===== config.mk =====
export PLATFORM = sky130hd
export DESIGN_NAME = score_keeper
export DESIGN_NICKNAME = d
export VERILOG_FILES = /design/src/rtl/score_keeper.sv
export SDC_FILE = /design/constraint.sdc
export NUM_CORES = 1
export LEC_CHECK = 0
export CORE_UTILIZATION = 51
export DETAILED_ROUTE_END_ITERATION = 12
export GPL_TIMING_DRIVEN = 0
export HOLD_SLACK_MARGIN = 0.02
export PLACE_DENSITY = 0.81
export SETUP_SLACK_MARGIN = 0.5
export SLEW_MARGIN = 0
export SYNTH_ARGS = -nofsm -noshare
export SYNTH_HDL_FRONTEND = slang
export SYNTH_SLANG_ARGS = --single-unit

===== constraint.sdc =====
create_clock -name clk -period 2.62 [get_ports clk]
set_clock_uncertainty 0.05 [all_clocks]
set_input_delay 0.524 -clock clk [delete_from_list [all_inputs] [get_ports clk]]
set_output_delay 0.524 -clock clk [all_outputs]
set_load 0.1 [all_outputs]

===== src/rtl/score_keeper.sv =====
// Four-digit BCD Tetris score accumulator; adds per-event points digit-serially and commits atomically.
// Optional level/velocity tracking is enabled with `define SCORE_KEEPER_LEVEL_EN.
module score_keeper #(
  parameter logic [3:0] PTS_1           = 4'd1,
  parameter logic [3:0] PTS_2           = 4'd3,
  parameter logic [3:0] PTS_3           = 4'd5,
  parameter logic [3:0] PTS_4           = 4'd8,
  parameter int         LINES_PER_LEVEL = 10
) (
  input  logic       clk,
  input  logic       resetn,
  input  logic       clear,
  input  logic       lines_valid,
  input  logic [2:0] lines_cleared,
  output logic       busy,
  output logic       score_update,
  output logic [3:0] thsnd_digit,
  output logic [3:0] hndrd_digit,
  output logic [3:0] tens_digit,
  output logic [3:0] units_digit,
`ifdef SCORE_KEEPER_LEVEL_EN
  output logic [3:0] level,
  output logic [1:0] velocity,
`endif
  output logic       saturated
);

  typedef enum logic [2:0] {IDLE, ADD_U, ADD_T, ADD_H, ADD_K, COMMIT} state_t;

  state_t     state_q, state_d;
  logic [3:0] dk_q, dh_q, dt_q, du_q, dk_d, dh_d, dt_d, du_d;
  logic [3:0] wk_q, wh_q, wt_q, wu_q, wk_d, wh_d, wt_d, wu_d;
  logic [3:0] addend_q, addend_d;
  logic       carry_q, carry_d;
  logic       sat_q, sat_d;
  logic       upd_q, upd_d;
  logic       accept;
  logic [4:0] dsum;

  // Returns {carry_out, bcd_digit} of digit + addend + carry_in.
  function automatic logic [4:0] bcd_add(input logic [3:0] d, input logic [3:0] a, input logic c);
    logic [4:0] s;
    s = {1'b0, d} + {1'b0, a} + {4'd0, c};
    if (s > 5'd9) begin
      s = s - 5'd10;
      return {1'b1, s[3:0]};
    end
    return {1'b0, s[3:0]};
  endfunction

  assign accept = lines_valid && (lines_cleared inside {[3'd1:3'd4]}) && !clear;

  always_comb begin
    state_d  = state_q;
    dk_d = dk_q; dh_d = dh_q; dt_d = dt_q; du_d = du_q;
    wk_d = wk_q; wh_d = wh_q; wt_d = wt_q; wu_d = wu_q;
    addend_d = addend_q;
    carry_d  = carry_q;
    sat_d    = sat_q;
    upd_d    = 1'b0;
    dsum     = 5'd0;
    if (clear) begin
      state_d = IDLE;
      dk_d = 4'd0; dh_d = 4'd0; dt_d = 4'd0; du_d = 4'd0;
      wk_d = 4'd0; wh_d = 4'd0; wt_d = 4'd0; wu_d = 4'd0;
      carry_d = 1'b0;
      sat_d   = 1'b0;
    end else begin
      case (state_q)
        IDLE: if (accept) begin
          case (lines_cleared)
            3'd1:    addend_d = PTS_1;
            3'd2:    addend_d = PTS_2;
            3'd3:    addend_d = PTS_3;
            default: addend_d = PTS_4;
          endcase
          wk_d = dk_q; wh_d = dh_q; wt_d = dt_q; wu_d = du_q;
          carry_d = 1'b0;
          state_d = ADD_U;
        end
        ADD_U: begin
          dsum = bcd_add(wu_q, addend_q, 1'b0);
          wu_d = dsum[3:0]; carry_d = dsum[4]; state_d = ADD_T;
        end
        ADD_T: begin
          dsum = bcd_add(wt_q, 4'd0, carry_q);
          wt_d = dsum[3:0]; carry_d = dsum[4]; state_d = ADD_H;
        end
        ADD_H: begin
          dsum = bcd_add(wh_q, 4'd0, carry_q);
          wh_d = dsum[3:0]; carry_d = dsum[4]; state_d = ADD_K;
        end
        ADD_K: begin
          // An overflow out of the thousands clamps the whole score at 9999.
          dsum = {1'b0, wk_q} + {4'd0, carry_q};
          if (dsum > 5'd9) begin
            wk_d = 4'd9; wh_d = 4'd9; wt_d = 4'd9; wu_d = 4'd9;
            sat_d = 1'b1;
          end else begin
            wk_d = dsum[3:0];
          end
          carry_d = 1'b0;
          state_d = COMMIT;
        end
        COMMIT: begin
          dk_d = wk_q; dh_d = wh_q; dt_d = wt_q; du_d = wu_q;
          upd_d   = 1'b1;
          state_d = IDLE;
        end
        default: state_d = IDLE;
      endcase
    end
  end

  always_ff @(posedge clk or negedge resetn) begin
    if (!resetn) begin
      state_q  <= IDLE;
      dk_q <= 4'd0; dh_q <= 4'd0; dt_q <= 4'd0; du_q <= 4'd0;
      wk_q <= 4'd0; wh_q <= 4'd0; wt_q <= 4'd0; wu_q <= 4'd0;
      addend_q <= 4'd0;
      carry_q  <= 1'b0;
      sat_q    <= 1'b0;
      upd_q    <= 1'b0;
    end else begin
      state_q  <= state_d;
      dk_q <= dk_d; dh_q <= dh_d; dt_q <= dt_d; du_q <= du_d;
      wk_q <= wk_d; wh_q <= wh_d; wt_q <= wt_d; wu_q <= wu_d;
      addend_q <= addend_d;
      carry_q  <= carry_d;
      sat_q    <= sat_d;
      upd_q    <= upd_d;
    end
  end

  assign busy         = (state_q != IDLE);
  assign score_update = upd_q;
  assign saturated    = sat_q;
  assign thsnd_digit  = dk_q;
  assign hndrd_digit  = dh_q;
  assign tens_digit   = dt_q;
  assign units_digit  = du_q;

`ifdef SCORE_KEEPER_LEVEL_EN
  logic [7:0] lines_cnt_q, lines_cnt_d, lvl_sum;
  logic [2:0] lines_add_q, lines_add_d;
  logic [3:0] level_q, level_d;

  // Lines from the accepted event are folded into the counter when the score commits.
  always_comb begin
    lines_cnt_d = lines_cnt_q;
    lines_add_d = lines_add_q;
    level_d     = level_q;
    lvl_sum     = lines_cnt_q + {5'd0, lines_add_q};
    if (clear) begin
      lines_cnt_d = 8'd0;
      lines_add_d = 3'd0;
      level_d     = 4'd0;
    end else if (state_q == IDLE && accept) begin
      lines_add_d = lines_cleared;
    end else if (state_q == COMMIT) begin
      if (lvl_sum >= 8'(LINES_PER_LEVEL)) begin
        lines_cnt_d = lvl_sum - 8'(LINES_PER_LEVEL);
        level_d     = (level_q == 4'd9) ? 4'd9 : level_q + 4'd1;
      end else begin
        lines_cnt_d = lvl_sum;
      end
    end
  end

  always_ff @(posedge clk or negedge resetn) begin
    if (!resetn) begin
      lines_cnt_q <= 8'd0;
      lines_add_q <= 3'd0;
      level_q     <= 4'd0;
    end else begin
      lines_cnt_q <= lines_cnt_d;
      lines_add_q <= lines_add_d;
      level_q     <= level_d;
    end
  end

  assign level    = level_q;
  assign velocity = level_q[3:2];
`endif

endmodule


Word-level counts from Yosys, hierarchy flattened:

Index checks and enable logic that the tools add are counted.
Widths: inputs -> output; s select.

* register bits after elaboration: 42
* bits of input ports: 7

* add/sub/neg operators: 7
* order comparisons: 6
* equality and inequality tests: 10
* multiplexer cells: 52
* bitwise logic cells: 1
* reduce and logical (&&, ||, !) cells: 21

Operators by type and width (count)
* $mux 4: 21
* $pmux 4 s3: 4
* $mux 5: 6
* $gt 5x4->1 const B: 4
* $mux 1: 16
* $add 4x1->5: 3
* $pmux 3 s5: 1
* $eq 3x2->1 const B: 4
* $reduce_and 3->1: 4
* $reduce_bool 4->1: 3
* $sub 4x4->4 const B: 3
* $pmux 4 s2: 1
* $eq 3x1->1 const B: 2
* $eq 3x3->1 const B: 2
* $mux 3: 2
* $ne 3x3->1 const B: 2
* $reduce_and 2->1: 3
* $reduce_bool 2->1: 3
* $reduce_bool 3->1: 2
* $reduce_bool 6->1: 1
* $add 4x4->5: 1
* $pmux 1 s5: 1
* $ge 3x1->1 const B: 1
* $le 3x3->1 const B: 1
* other kinds (4): 6

Logic depth before layout (Yosys ltp):

* word-level depth: 8
* gate-level depth with buffers: 11
* depth with buffers taken out: 11

Worst setup path before layout:

OpenSTA, ideal clock, no wires.

* kind: flip-flop to flip-flop
* start: register wu_q[0]
* end: register wu_q[1]
* arrival: 2.467 ns
* path slack: 0.008 ns
* stages on the path, launching flop included: 12
* buffers on the path: 0
* clock period less this slack: 2.612 ns
* path through: dfrtp_1 -> ha_1 -> inv_1 -> fa_1 -> xor2_1 -> ha_1 -> nor2b_1 -> a31o_2 -> o311ai_2 -> xnor2_1 -> a221oi_1 -> a211oi_1

* word-level cells in the longest chain between the ends: 8
* elaborated cells between the ends (all ways): 11

RTL lines
* from (decl): RTL line 32 `logic [3:0] wk_q, wh_q, wt_q, wu_q, wk_d, wh_d, wt_d, wu_d;`
* from (signal assigned): RTL line 127 `wk_q <= wk_d; wh_q <= wh_d; wt_q <= wt_d; wu_q <= wu_d;`
* $add 4x4->5 *: RTL line 43 `s = {1'b0, d} + {1'b0, a} + {4'd0, c};`
* $gt 5x4->1: RTL line 44 `if (s > 5'd9) begin`
* $mux 1: RTL line 44
* $mux 1: RTL line 69 `case (state_q)`
* $mux 1: RTL line 62 `if (clear) begin`
* $mux 5 *: RTL line 48 `return {1'b0, s[3:0]};`
* $pmux 4 s3 *: RTL line 69
* $mux 4 *: RTL line 62

Mark *: on every way between the ends. The rest lies on a longest branch, timed or not. The select of a mux whose other input is x is not followed.
A chain may end at the register's enable or synchronous reset.

Worst setup path in the final report:

* start: register wu_q[0]
* end: register carry_q

* word-level cells in the longest chain between the ends: 8

RTL lines
* $add 4x4->5: RTL line 43
* $gt 5x4->1: RTL line 44
* $mux 1: RTL line 44
* $mux 1: RTL line 69
* $mux 1: RTL line 62
* $mux 5: RTL line 48
* $pmux 1 s5: RTL line 69
* $mux 1: RTL line 62
* to (signal assigned): RTL line 129 `carry_q <= carry_d;`
* to (decl): RTL line 34 `logic carry_q, carry_d;`

Every way passes these cells. The select of a mux whose other input is x is not followed.

==> results by group <==
Outcome
  • Run status: finished, violations left
  • Violations in the final reports: negative setup slack

Logic synthesis
  • Area share of the largest cell type after synthesis: between 40% and 50%
  • Area leader, netlist: dfrtp_1
  • Seq cells post-synth: 42
  • Cell Area, Synth: 2600 um2
  • Async SR Flop Fraction: 100%
  • Top_reg_cell synth: dfrtp_1
  • Post-Synthesis Cells: 275
  • Synth top area cells: dfrtp_1 40%, ha_1 6.3%, a22o_1 5.7%
  • Synth warn: 0
  • Synthesized area per cell: 9.45 um2
  • Post-synth EDFFs: 0
  • Unique masters post-synth: 55
  • Syn nets: 296
  • Seq/Total Area, Yosys: 40.5%

Worst setup path
  • Critical path depth: 11
  • Slowest stage delay, CP: roughly 0.4 ns
  • Worst r2r path cells: 11
  • Worst EP arrival: 2.99 ns
  • Required time of the worst setup path: about 2.8 ns
  • Largest delay contributor family on the critical path: compound AO/OA/AOI/OAI gates
  • CP Launch Type: register
  • CP Buf/Inv Count: 1
  • Crit Path Category: reg -> reg
  • Crit-path cells: ha_4 > inv_2 > fa_2 > xor2_2 > ha_2 > nor2b_4 > a31o_4 > o311ai_4 > a222oi_1 > nor4_1 > a31o_2
  • CP max-delay cell: dfrtp_1
  • CP Max Fanout: 3
  • CP endpoint kind: register

Global routing
  • Met3 Track Usage GR: 5.35%
  • Vias in the first global route: 2267
  • First-pass GRT wire length: 11000 um
  • GRT busiest layer: met2
  • Largest net degree at the start of global routing: 23
  • GR Util met2: 43.0%
  • Global Route met1 Usage: 36.4%
  • Gr usage total: between 20% and 30%
  • Initial antenna violation count: 0
  • Global route overflow: 0

Route
  • DR vias: 2514
  • Starting DRC count in detailed routing: between 100 and 150
  • Final WL: around 7400 um
  • Antenna Nets Post-Route: 0
  • Pre-antenna DRT Iters: 5
  • DR WL/cell: between 15 and 20 um
  • Post-DR vias/cell: roughly 6.3
  • DRC violation count after routing: 0

Floorplanning
  • Row count: 25
  • Starting density of the core: 53.9%
  • Core Area: 4820 um2
  • Die area: 5380 um2
  • Die H: 73.4 um
  • I/O Pins: 26
  • Die Wd: 73.4 um

Flow run
  • Max cap viols: 0

Power
  • Total power: 1.80 mW
  • Maximum vdd drop: 0.363 mV
  • Leak: 1.52 nW
  • Power density over cell area: 512 nW/um2

Clocking
  • Depth of the CTS H-tree: 2
  • Clock transition at path regs: 0.09 ns
  • CTS tree: yes
  • CTS buffer count: 5
  • Clock buffer depth: 2
  • Hold buffer count at cts: 0
  • Clock Sinks: between 40 and 50
  • Root Buffer: clkbuf_8
  • Clock Latency Late Sink: 0.31 ns

STA
  • Final setup vio count: 3
  • Max Fclk: 0.358 GHz
  • Crit path time final: 2.79 ns
  • Post-route setup slack: -0.174 ns
  • Tcrit/Tclk final: 107%
  • Max-slew violations: 0
  • Max_slew headroom: 36.9%
  • RSZ-0062 raised after global routing: yes
  • Slew at the pin closest to its max-slew limit: 0.950 ns
  • Final hold vios: 0

Place
  • Count of buffers from port buffering: 25
  • DPL Wire Length: 4410 um
  • Place WS: -0.149 ns
  • Placer Congestion: between 0.9 and 1
  • Placed Instance Area: 3050 um2
  • Placed cell count: 368

Cells and area
  • Share of layout cells above drive strength 1: 34.4%
  • Antenna fix cells: 0
  • Final core utilization: 72.9%
  • Layout Cells excl Fill: 398
  • Nets: between 300 and 400
  • Cell area after layout: 3510 um2
  • Area delta synth->final: 35.3%

Min path
  • Worst min path class: in -> async
[layout make-up]
class | count | area (um2)
fillers | 352 | 1300
clock inverters | 1 | 5.00
plain buffers | 14 | 70.1
repair buffers | 48 | 379
multi-input cells | 204 | 1780
flip-flops and latches | 42 | 1050
clock buffers | 7 | 86.3
well taps | 67 | 83.8
inverters | 15 | 58.8
[synthesized netlist by cell type (2+ instances only)]
master     count
xor2_1         5
a221oi_1       2
a21oi_1       17
nand2_1       14
or2_2          3
o22ai_1        3
o21a_1         3
dfrtp_1       42
nand3_1       10
and3_1         4
nor3_1        11
nor2_1        20
o21ai_0       13
a21o_1         2
xnor2_1        5
nand2b_1       4
o41ai_1        2
ha_1          13
nor2b_1        8
a31o_2         4
a22oi_1        2
a211oi_1       6
o2bb2ai_1      4
clkbuf_1       8
inv_1         15
mux2i_1        3
nand3b_1       2
buf_2          4
a22o_1        17
a31oi_1        4
[state kept, by name, indices dropped and copies added (netlist names)]
name          cells
addend_q          4
hndrd_digit       4
tens_digit        4
thsnd_digit       4
units_digit       4
wh_q              4
wk_q              4
wt_q              4
wu_q              4
state_q           3
carry_q           1
saturated         1
score_update      1
[metrics by stage]
stage	setup TNS [ns]	hold WS (ns)
after CTS	0	0.148
after floorplan	0	0.178
after global routing	-0.573	0.167
after detailed placement	-1.18	0.430
final	-0.245	0.124
after global placement	-5.15	0.417
[cell families after synthesis]
family / synth area share (%)
adders and majority gates: 7.03
AOI/OAI and AO/OA: 26.4
xor gates and xnor gates: 3.37
DFF: 40.5
buffers and inverters: 4.72
and+or+nand+nor: 16.2
muxes: 1.73
[final timing paths]
path	end	from	slack, ns
setup / recovery	carry_q	wu_q[0]	-0.17
hold / removal	score_update	resetn	0.12
setup reg to reg	carry_q	wu_q[0]	-0.17
hold reg to reg	saturated	saturated	0.44
max in group asynchronous	state_q[0]	resetn	1.92
min in group clk	saturated	saturated	0.44
[per-layer routing]
| layer | up-vias | wire [um] |
|---|---|---|
| li1 | 1136 | - |
| met1 | 1227 | 3140 |
| met2 | 118 | 3550 |
| met3 | 33 | 457 |
| met4 | 0 | 288 |
| met5 | - | 0 |
[power by group]
| group | switching (mW) | leakage [nW] | total, mW | internal (mW) |
|---|---|---|---|---|
| logic | 0.355 | 0.898 | 0.641 | 0.287 |
| clock network | 0.237 | 0.0482 | 0.450 | 0.213 |
| registers | 0.0318 | 0.576 | 0.709 | 0.677 |
| total | 0.623 | 1.52 | 1.80 | 1.18 |
[cells in the final DEF, fill, tap and decap left out, types with 5 or more instances in the layout]
cell              n
dfrtp_1          41
buf_4            19
clkbuf_2         18
nor2_1           18
a22o_1           17
a21oi_1          14
inv_1            13
nand2_1          11
nand3_1           9
nor3_1            8
o21ai_0           8
clkbuf_1          6
ha_4              6
clkbuf_8          6
buf_2             5
nor2b_1           5
a211oi_1          5
clkdlybuf4s50_1   5
[timing repair]
| item | in CTS | in global routing |
|---|---|---|
| gates resized for setup | 66 | 47 |
| endpoints found under the setup margin | 47 | 45 |
| cloned | 0 | 0 |
| pin swaps | 26 | 18 |
| buffers inserted | 14 | 8 |
No activity file was read; power rests on OpenSTA's default activity.
